==> src/rtl/espsid_pkg.sv <==
// Shared types and constants for the espSID chip-side logic: bus FSM states,
// SID bus widths, the latched request record and SID register map.
`timescale 1ns/1ps
package espsid_pkg;
    localparam int SID_AW = 5;
    localparam int SID_DW = 8;

    typedef enum logic [1:0] {
        SRST = 2'd0,
        IDLE = 2'd1,
        WAIT = 2'd2,
        ACT  = 2'd3
    } sid_state_e;

    typedef struct packed {
        logic              rw;
        logic [SID_AW-1:0] addr;
        logic [SID_DW-1:0] wdata;
    } sid_req_t;

    localparam logic [SID_AW-1:0] SID_V1_FREQ_LO = 5'h00;
    localparam logic [SID_AW-1:0] SID_V1_CTRL    = 5'h04;
    localparam logic [SID_AW-1:0] SID_V2_FREQ_LO = 5'h07;
    localparam logic [SID_AW-1:0] SID_V3_FREQ_LO = 5'h0E;
    localparam logic [SID_AW-1:0] SID_FC_LO      = 5'h15;
    localparam logic [SID_AW-1:0] SID_RES_FILT   = 5'h17;
    localparam logic [SID_AW-1:0] SID_MODE_VOL   = 5'h18;
    localparam logic [SID_AW-1:0] SID_POTX       = 5'h19;
    localparam logic [SID_AW-1:0] SID_POTY       = 5'h1A;
    localparam logic [SID_AW-1:0] SID_OSC3       = 5'h1B;
    localparam logic [SID_AW-1:0] SID_ENV3       = 5'h1C;
endpackage

==> src/rtl/sid_bus_master_if.sv <==
// Request/response handshake between the ESP command decoder and the SID bus master.
`timescale 1ns/1ps
interface sid_bus_master_if ();
    import espsid_pkg::*;

    logic              req_valid;
    logic              req_ready;
    logic              req_rw;
    logic [SID_AW-1:0] req_addr;
    logic [SID_DW-1:0] req_wdata;
    logic              rsp_valid;
    logic [SID_DW-1:0] rsp_rdata;

    // master = requester (command decoder), slave = sid_bus_master
    modport master (
        output req_valid, req_rw, req_addr, req_wdata,
        input  req_ready, rsp_valid, rsp_rdata
    );

    modport slave (
        input  req_valid, req_rw, req_addr, req_wdata,
        output req_ready, rsp_valid, rsp_rdata
    );
endinterface

==> src/rtl/sid_phi_gen.sv <==
// phi2 generator: free-running divider producing sid_clk (low half first) and a
// strobe marking the last phi2-high clk, i.e. the clk before each period start.
`timescale 1ns/1ps
module sid_phi_gen #(
    parameter logic [7:0] CLK_DIV = 8'd100
) (
    input  logic clk,
    input  logic rst,
    output logic sid_clk,
    output logic last_high
);
    logic [7:0] ph_cnt_q, ph_cnt_d;
    logic       sid_clk_q, sid_clk_d;

    always_comb begin
        ph_cnt_d  = (ph_cnt_q == CLK_DIV - 8'd1) ? 8'd0 : ph_cnt_q + 8'd1;
        // registered from the next count so sid_clk lines up with ph_cnt
        sid_clk_d = (ph_cnt_d >= (CLK_DIV >> 1));
    end

    always_ff @(posedge clk) begin
        if (!rst) begin
            ph_cnt_q  <= 8'd0;
            sid_clk_q <= 1'b0;
        end else begin
            ph_cnt_q  <= ph_cnt_d;
            sid_clk_q <= sid_clk_d;
        end
    end

    assign sid_clk   = sid_clk_q;
    assign last_high = (ph_cnt_q == CLK_DIV - 8'd1);
endmodule

==> src/rtl/sid_bus_master.sv <==
// SID bus initiator: sequences SID reset, then runs one phi2-aligned register
// read/write bus cycle per accepted request, one full phi2 period of chip select.
`timescale 1ns/1ps
module sid_bus_master
    import espsid_pkg::*;
#(
    parameter logic [7:0] CLK_DIV   = 8'd100,
    parameter logic [7:0] RESET_PHI = 8'd16
) (
    input  logic              clk,
    input  logic              rst,
    sid_bus_master_if.slave   bus,
    output logic              sid_clk,
    output logic              sid_res_n,
    output logic              sid_cs_n,
    output logic              sid_rw,
    output logic [SID_AW-1:0] sid_addr,
    output logic [SID_DW-1:0] sid_data_o,
    output logic              sid_data_oe,
    input  logic [SID_DW-1:0] sid_data_i
);
    sid_state_e        state_q, state_d;
    logic [7:0]        rst_cnt_q, rst_cnt_d;
    sid_req_t          req_q, req_d, cmd;
    logic              res_n_q, res_n_d;
    logic              cs_n_q, cs_n_d;
    logic              rw_q, rw_d;
    logic [SID_AW-1:0] addr_q, addr_d;
    logic [SID_DW-1:0] data_o_q, data_o_d;
    logic              oe_q, oe_d;
    logic              ready_q, ready_d;
    logic              rsp_valid_q, rsp_valid_d;
    logic [SID_DW-1:0] rdata_q, rdata_d;
    logic              last_high, transfer, launch;

    sid_phi_gen #(.CLK_DIV(CLK_DIV)) u_phi (
        .clk       (clk),
        .rst       (rst),
        .sid_clk   (sid_clk),
        .last_high (last_high)
    );

    assign transfer = bus.req_valid & ready_q;

    always_comb begin
        state_d     = state_q;
        rst_cnt_d   = rst_cnt_q;
        req_d       = req_q;
        res_n_d     = res_n_q;
        cs_n_d      = cs_n_q;
        rw_d        = rw_q;
        addr_d      = addr_q;
        data_o_d    = data_o_q;
        oe_d        = oe_q;
        ready_d     = ready_q;
        rsp_valid_d = 1'b0;
        rdata_d     = rdata_q;
        cmd         = req_q;
        launch      = 1'b0;

        case (state_q)
            SRST: begin
                res_n_d = 1'b0;
                ready_d = 1'b0;
                if (last_high) begin
                    if (rst_cnt_q == RESET_PHI - 8'd1) begin
                        rst_cnt_d = 8'd0;
                        res_n_d   = 1'b1;
                        state_d   = IDLE;
                    end else begin
                        rst_cnt_d = rst_cnt_q + 8'd1;
                    end
                end
            end
            IDLE: begin
                ready_d = 1'b1;
                if (transfer) begin
                    ready_d     = 1'b0;
                    req_d.rw    = bus.req_rw;
                    req_d.addr  = bus.req_addr;
                    req_d.wdata = bus.req_wdata;
                    cmd         = req_d;
                    state_d     = WAIT;
                    // accepted on the last clk of a period: CS starts next clk
                    launch      = last_high;
                end
            end
            WAIT: launch = last_high;
            ACT: begin
                if (last_high) begin
                    if (req_q.rw) rdata_d = sid_data_i;
                    cs_n_d      = 1'b1;
                    rw_d        = 1'b1;
                    oe_d        = 1'b0;
                    rsp_valid_d = 1'b1;
                    state_d     = IDLE;
                end
            end
            default: state_d = SRST;
        endcase

        if (launch) begin
            cs_n_d  = 1'b0;
            rw_d    = cmd.rw;
            addr_d  = cmd.addr;
            state_d = ACT;
            if (!cmd.rw) begin
                data_o_d = cmd.wdata;
                oe_d     = 1'b1;
            end
        end
    end

    always_ff @(posedge clk) begin
        if (!rst) begin
            state_q     <= SRST;
            rst_cnt_q   <= 8'd0;
            req_q       <= '0;
            res_n_q     <= 1'b0;
            cs_n_q      <= 1'b1;
            rw_q        <= 1'b1;
            addr_q      <= '0;
            data_o_q    <= '0;
            oe_q        <= 1'b0;
            ready_q     <= 1'b0;
            rsp_valid_q <= 1'b0;
            rdata_q     <= '0;
        end else begin
            state_q     <= state_d;
            rst_cnt_q   <= rst_cnt_d;
            req_q       <= req_d;
            res_n_q     <= res_n_d;
            cs_n_q      <= cs_n_d;
            rw_q        <= rw_d;
            addr_q      <= addr_d;
            data_o_q    <= data_o_d;
            oe_q        <= oe_d;
            ready_q     <= ready_d;
            rsp_valid_q <= rsp_valid_d;
            rdata_q     <= rdata_d;
        end
    end

    assign sid_res_n     = res_n_q;
    assign sid_cs_n      = cs_n_q;
    assign sid_rw        = rw_q;
    assign sid_addr      = addr_q;
    assign sid_data_o    = data_o_q;
    assign sid_data_oe   = oe_q;
    assign bus.req_ready = ready_q;
    assign bus.rsp_valid = rsp_valid_q;
    assign bus.rsp_rdata = rdata_q;
endmodule

==> src/flat_wrapper.sv <==
// flat-port wrapper written by rule: the top's interface ports become plain ports
module sid_bus_master_flat import espsid_pkg::*;
#(
    parameter logic [7:0] CLK_DIV   = 8'd100,
    parameter logic [7:0] RESET_PHI = 8'd16
)
  (clk, rst, sid_clk, sid_res_n, sid_cs_n, sid_rw, sid_addr, sid_data_o, sid_data_oe, sid_data_i, bus_req_valid, bus_req_rw, bus_req_addr, bus_req_wdata, bus_req_ready, bus_rsp_valid, bus_rsp_rdata);
  sid_bus_master_if bus_i ();
  input  logic clk;
  input  logic rst;
  output logic sid_clk;
  output logic sid_res_n;
  output logic sid_cs_n;
  output logic sid_rw;
  output logic [SID_AW-1:0] sid_addr;
  output logic [SID_DW-1:0] sid_data_o;
  output logic sid_data_oe;
  input  logic [SID_DW-1:0] sid_data_i;
  input wire logic [$bits(bus_i.req_valid)-1:0] bus_req_valid;
  input wire logic [$bits(bus_i.req_rw)-1:0] bus_req_rw;
  input wire logic [$bits(bus_i.req_addr)-1:0] bus_req_addr;
  input wire logic [$bits(bus_i.req_wdata)-1:0] bus_req_wdata;
  output wire logic [$bits(bus_i.req_ready)-1:0] bus_req_ready;
  output wire logic [$bits(bus_i.rsp_valid)-1:0] bus_rsp_valid;
  output wire logic [$bits(bus_i.rsp_rdata)-1:0] bus_rsp_rdata;
  assign bus_i.req_valid = bus_req_valid;
  assign bus_i.req_rw = bus_req_rw;
  assign bus_i.req_addr = bus_req_addr;
  assign bus_i.req_wdata = bus_req_wdata;
  assign bus_req_ready = bus_i.req_ready;
  assign bus_rsp_valid = bus_i.rsp_valid;
  assign bus_rsp_rdata = bus_i.rsp_rdata;
  sid_bus_master #(.CLK_DIV(CLK_DIV), .RESET_PHI(RESET_PHI)) u_core (.clk(clk), .rst(rst), .bus(bus_i), .sid_clk(sid_clk), .sid_res_n(sid_res_n), .sid_cs_n(sid_cs_n), .sid_rw(sid_rw), .sid_addr(sid_addr), .sid_data_o(sid_data_o), .sid_data_oe(sid_data_oe), .sid_data_i(sid_data_i));
endmodule
==> config.mk <==
export PLATFORM = sky130hd
export DESIGN_NAME = sid_bus_master_flat
export DESIGN_NICKNAME = d
export VERILOG_FILES = /design/src/rtl/espsid_pkg.sv /design/src/rtl/sid_bus_master_if.sv /design/src/rtl/sid_phi_gen.sv /design/src/rtl/sid_bus_master.sv /design/src/flat_wrapper.sv
export SDC_FILE = /design/constraint.sdc
export NUM_CORES = 1
export LEC_CHECK = 0
export CAP_MARGIN = 15
export CORE_ASPECT_RATIO = 2
export CORE_MARGIN = 5
export CORE_UTILIZATION = 45
export CTS_CLUSTER_DIAMETER = 120
export DETAILED_ROUTE_END_ITERATION = 8
export PLACE_DENSITY_LB_ADDON = 0.08
export SLEW_MARGIN = 20
export SYNTH_ARGS = -nofsm -noshare
export SYNTH_HDL_FRONTEND = slang
export SYNTH_SLANG_ARGS = --single-unit
==> constraint.sdc <==
create_clock -name clk -period 2.2 [get_ports clk]
set_clock_uncertainty 0.1 [all_clocks]
set_input_delay 0.44 -clock clk [delete_from_list [all_inputs] [get_ports clk]]
set_output_delay 0.44 -clock clk [all_outputs]
set_load 0.03 [all_outputs]
==> out/summary.md <==
In this run the tool buffered the top-level ports with 52 buffer cells. In this run the horizontal extent of the chip is 64.0 µm. At the pin with the least slew margin, the transition time is 0.344 ns.

Data on the critical path is required at its endpoint by 2.31 ns. The run gives 0 as the number of slew-limit violations in the final report. The area of the die is 7550 µm², and the total power density per cell area is 720 nW/µm². Summed over its instances, the top area cell type makes up 45.8% of the synthesized netlist area. The logs give 46.0% for the starting density of the core and 0.802 for the global placer's final weighted congestion. The initial antenna violation count was 0. The total via count in the routed design is 2040, and the worst reg-to-reg path cell count is 6. Along the worst path, the maximum fanout reaches 5. The CTS root buffer was sky130_fd_sc_hd__clkbuf_16. Clock-pin slew was measured on the worst setup and hold paths at 0.05 ns.

The maximum number of pins on one net before global-route repair was 28. The number of nets handed over by synthesis was 300. The worst register-to-register path has a setup slack of 0.12 ns.

STA classifies the critical path startpoint as a register. Number of max-cap violations: 0. The run gives 9 as the number of buffers created by CTS.

In the post-synthesis netlist, the biggest area contributors are sky130_fd_sc_hd__dfxtp_1 (46%), sky130_fd_sc_hd__mux2i_1 (8.4%), sky130_fd_sc_hd__nor2b_1 (6.0%). For the number of fill cells, the log shows 500. Counting every instance in the synthesized netlist gives 267. Subtracting the final worst setup slack from the clock period gives 2.08 ns.

The run finished with clean final reports. Headroom to the max-slew limit came out at 76.9%. The Yosys step of the flow raised 0 warnings. The commonest cells after synthesis are sky130_fd_sc_hd__dfxtp_1 (60), sky130_fd_sc_hd__nor2b_1 (25), sky130_fd_sc_hd__mux2i_1 (22), sky130_fd_sc_hd__nor2_1 (20), sky130_fd_sc_hd__nand2_1 (18).

The startpoint identified for the worst register-to-register timing path is u_core.state_q[0]. The most instantiated flip-flop cell in the synthesis netlist is sky130_fd_sc_hd__dfxtp_1. The core region is 5710 µm². The final instance area is 3570 µm², and the layout-stage area growth over the synthesis result is 35.9%. After layout, the worst path uses 94.8% of the clock period. The critical path endpoint category was a register. TritonCTS built the clock tree. After detailed routing, the average wire length per cell comes to 14.6 µm.

In this run, post-CTS hold repair placed 0 buffers. The reported leakage power is 1.56 nW, and the iteration count of the initial detailed-routing pass is 3. For the routed wire length, the log shows 5760 µm. Worst reg2reg path endpoint: u_core.state_q[1]. Summing all placed instances gives a cell area of 3270 µm².

The run gives 1.01 mV as the peak supply drop. The clock net sink count came out at 60. The H-tree generated during clock tree synthesis spans 3 levels. By instance count, the leading cell after synthesis is sky130_fd_sc_hd__dfxtp_1.

The worst hold path passes through 2 cells. At the later pin of the worst-skew pair, clock insertion delay measures 0.32 ns. For the first-pass GRT wire length, the log shows 9450 µm.

Setup repair after global routing left no endpoint under its margin. The final count of hold timing violations came out at 0. After global routing the overflow that remains totals 0.

The number of vias per cell after detailed routing is 5.16, and the multi-input combinational cell area is 1360 µm². The floorplan has 39 rows. sky130_fd_sc_hd__dfxtp_1 takes more of the synthesized area than any other cell. The distinct cell type count after synthesis is 43. Sequential cells were found to cover 45.8% of the synthesized design area. The mapped cell area is 2620 µm², and the average instance area after synthesis is 9.83 µm². The clock passes through at most 2 buffers. The worst hold path belongs to the class register to register. The combined global-route utilization of all metal layers is 15.6%, and the share of post-route cells with drive strength above 1 is 12.9%.

The final layout contains 364 nets. The tools report the hold path startpoint as u_core.sid_data_oe. At the worst endpoint, the arrival time is 2.19 ns. The worst setup path is of the register to register kind. In the routed design, unresolved DRC markers number 0. For this run, asynchronously set or reset flops after synthesis account for 0%. The worst hold path terminates at u_core.sid_data_oe. The die is 118 µm tall. For the number of primary I/O pins, the log shows 53. Once detail routing completed, the nets flagged for antenna violations numbered 0. Overall power consumption after layout is estimated at 2.57 mW.

Number of global-route vias before repair: 2056. For this run, the top clock speed supported by timing is 480 MHz. The number of enable-type register cells in the synthesized netlist was 0.

The number of gates resized after CTS was 0. The count of inserted antenna diode cells is 0, and the total setup violations reported at the end of the flow is 0. The run gives 4210 µm as the estimated wirelength of the detail-placed design.

The detailed router finished its first iteration with 91 violations. The total area of sequential cells is 1200 µm², and the flip-flop and latch count after synthesis is 60. The buffer count from post-CTS setup fixing came out at 0.
==> sequential cells by signal (all words and copies together) (netlist names) <==
name and count:
u_core.rst_cnt_q 8, u_core.sid_data_oe 1, u_core.state_q 2, u_core.sid_rw 1
u_core.sid_cs_n 1, u_core.u_phi.ph_cnt_q 8, u_core.sid_data_o 8, u_core.bus.rsp_rdata 8
u_core.u_phi.sid_clk 1, u_core.sid_addr 5, u_core.req_q 14, u_core.bus.req_ready 1
u_core.sid_res_n 1, u_core.bus.rsp_valid 1
==> worst max-delay path by stage <==
stage	end	slack [ns]	from
5_1_grt	u_core.sid_data_o[1]	0.02	u_core.state_q[0]
4_1_cts	u_core.sid_data_o[6]	0.11	u_core.state_q[0]
6_report	u_core.state_q[1]	0.12	u_core.state_q[0]
3_5_place_dp	u_core.state_q[1]	-0.001	bus_req_valid
3_3_place_gp	u_core.state_q[1]	0.02	bus_req_valid
2_1_floorplan	u_core.state_q[1]	0.17	u_core.state_q[1]
==> cell families after synthesis <==
group                    count (synthesis)  synth area share [%]
flip-flops                              60                  45.8
AO/OA/AOI/OAI                           29                  8.44
XOR/XNOR                                14                  4.67
adder cells (fa/ha/maj)                  8                  3.82
AND/OR/NAND/NOR                        109                  22.7
multiplexers                            30                  11.8
buffers and inverters                   17                  2.77
==> power by group <==
group | total (mW) | switching [mW] | internal, mW
Sequential | 1.10 | 0.00401 | 1.09
Clock | 1.37 | 0.451 | 0.922
Combinational | 0.0982 | 0.0359 | 0.0623
==> worst max-delay path: stages, from the launching register on <==
cell and delay (ns):
sky130_fd_sc_hd__dfxtp_1 0.40, sky130_fd_sc_hd__inv_1 0.08, sky130_fd_sc_hd__ha_1 0.34, sky130_fd_sc_hd__nor4bb_1 0.16, sky130_fd_sc_hd__and3_2 0.25, sky130_fd_sc_hd__or4_1 0.51, sky130_fd_sc_hd__o311a_1 0.13
==> final cells by class <==
class	instances	share of cell area, %
repair buffers	66	17.5
inverters	4	0.421
well taps	61	2.14
clock buffers	12	7.19
multi-input cells	190	38.0
clock inverters	2	0.982
flip-flops and latches	60	33.7
==> layout by cell type, fill, tap and decap left out, types with 2 or more instances in the layout <==
cell,instances
sky130_fd_sc_hd__a21boi_0,4
sky130_fd_sc_hd__nand2b_1,2
sky130_fd_sc_hd__and3_1,3
sky130_fd_sc_hd__o211a_1,5
sky130_fd_sc_hd__nor3_1,5
sky130_fd_sc_hd__o21a_1,2
sky130_fd_sc_hd__mux2i_1,22
sky130_fd_sc_hd__clkdlybuf4s50_1,52
sky130_fd_sc_hd__a211oi_1,2
sky130_fd_sc_hd__clkbuf_8,2
sky130_fd_sc_hd__ha_1,8
sky130_fd_sc_hd__dfxtp_1,60
sky130_fd_sc_hd__mux2_2,8
sky130_fd_sc_hd__o21ai_0,4
sky130_fd_sc_hd__nand3_1,11
sky130_fd_sc_hd__clkbuf_16,9
sky130_fd_sc_hd__or4_1,2
sky130_fd_sc_hd__nor4bb_1,2
sky130_fd_sc_hd__xnor2_1,10
sky130_fd_sc_hd__inv_1,4
sky130_fd_sc_hd__nand2_1,18
sky130_fd_sc_hd__nor2b_1,25
sky130_fd_sc_hd__and2_1,10
sky130_fd_sc_hd__buf_4,14
sky130_fd_sc_hd__nor2_1,20
sky130_fd_sc_hd__xor2_1,4
sky130_fd_sc_hd__nor3b_1,2
sky130_fd_sc_hd__a21oi_1,4
==> stage by stage <==
stage                     hold WS (ns)  instances  util [%]  worst slack (ns)  TNS (ns)
after detailed placement         0.368        381      57.2          -0.00103  -0.00103
after CTS                        0.377        395      62.3             0.109         0
final                            0.372        395      62.5             0.115         0
after global placement           0.357        381      57.2            0.0179         0
after global routing             0.407        395      62.5            0.0200         0
after floorplan                  0.356        267         -             0.170         0
==> layer usage <==
metal	vias to the layer above	global-route usage, %	wire length (µm)
met1	956	16.6	2260
met3	15	4.11	218
met4	0	8.45	183
met5	-	0	0
li1	1034	-	-
met2	35	27.0	3100
(Power assumes the default switching activity.)
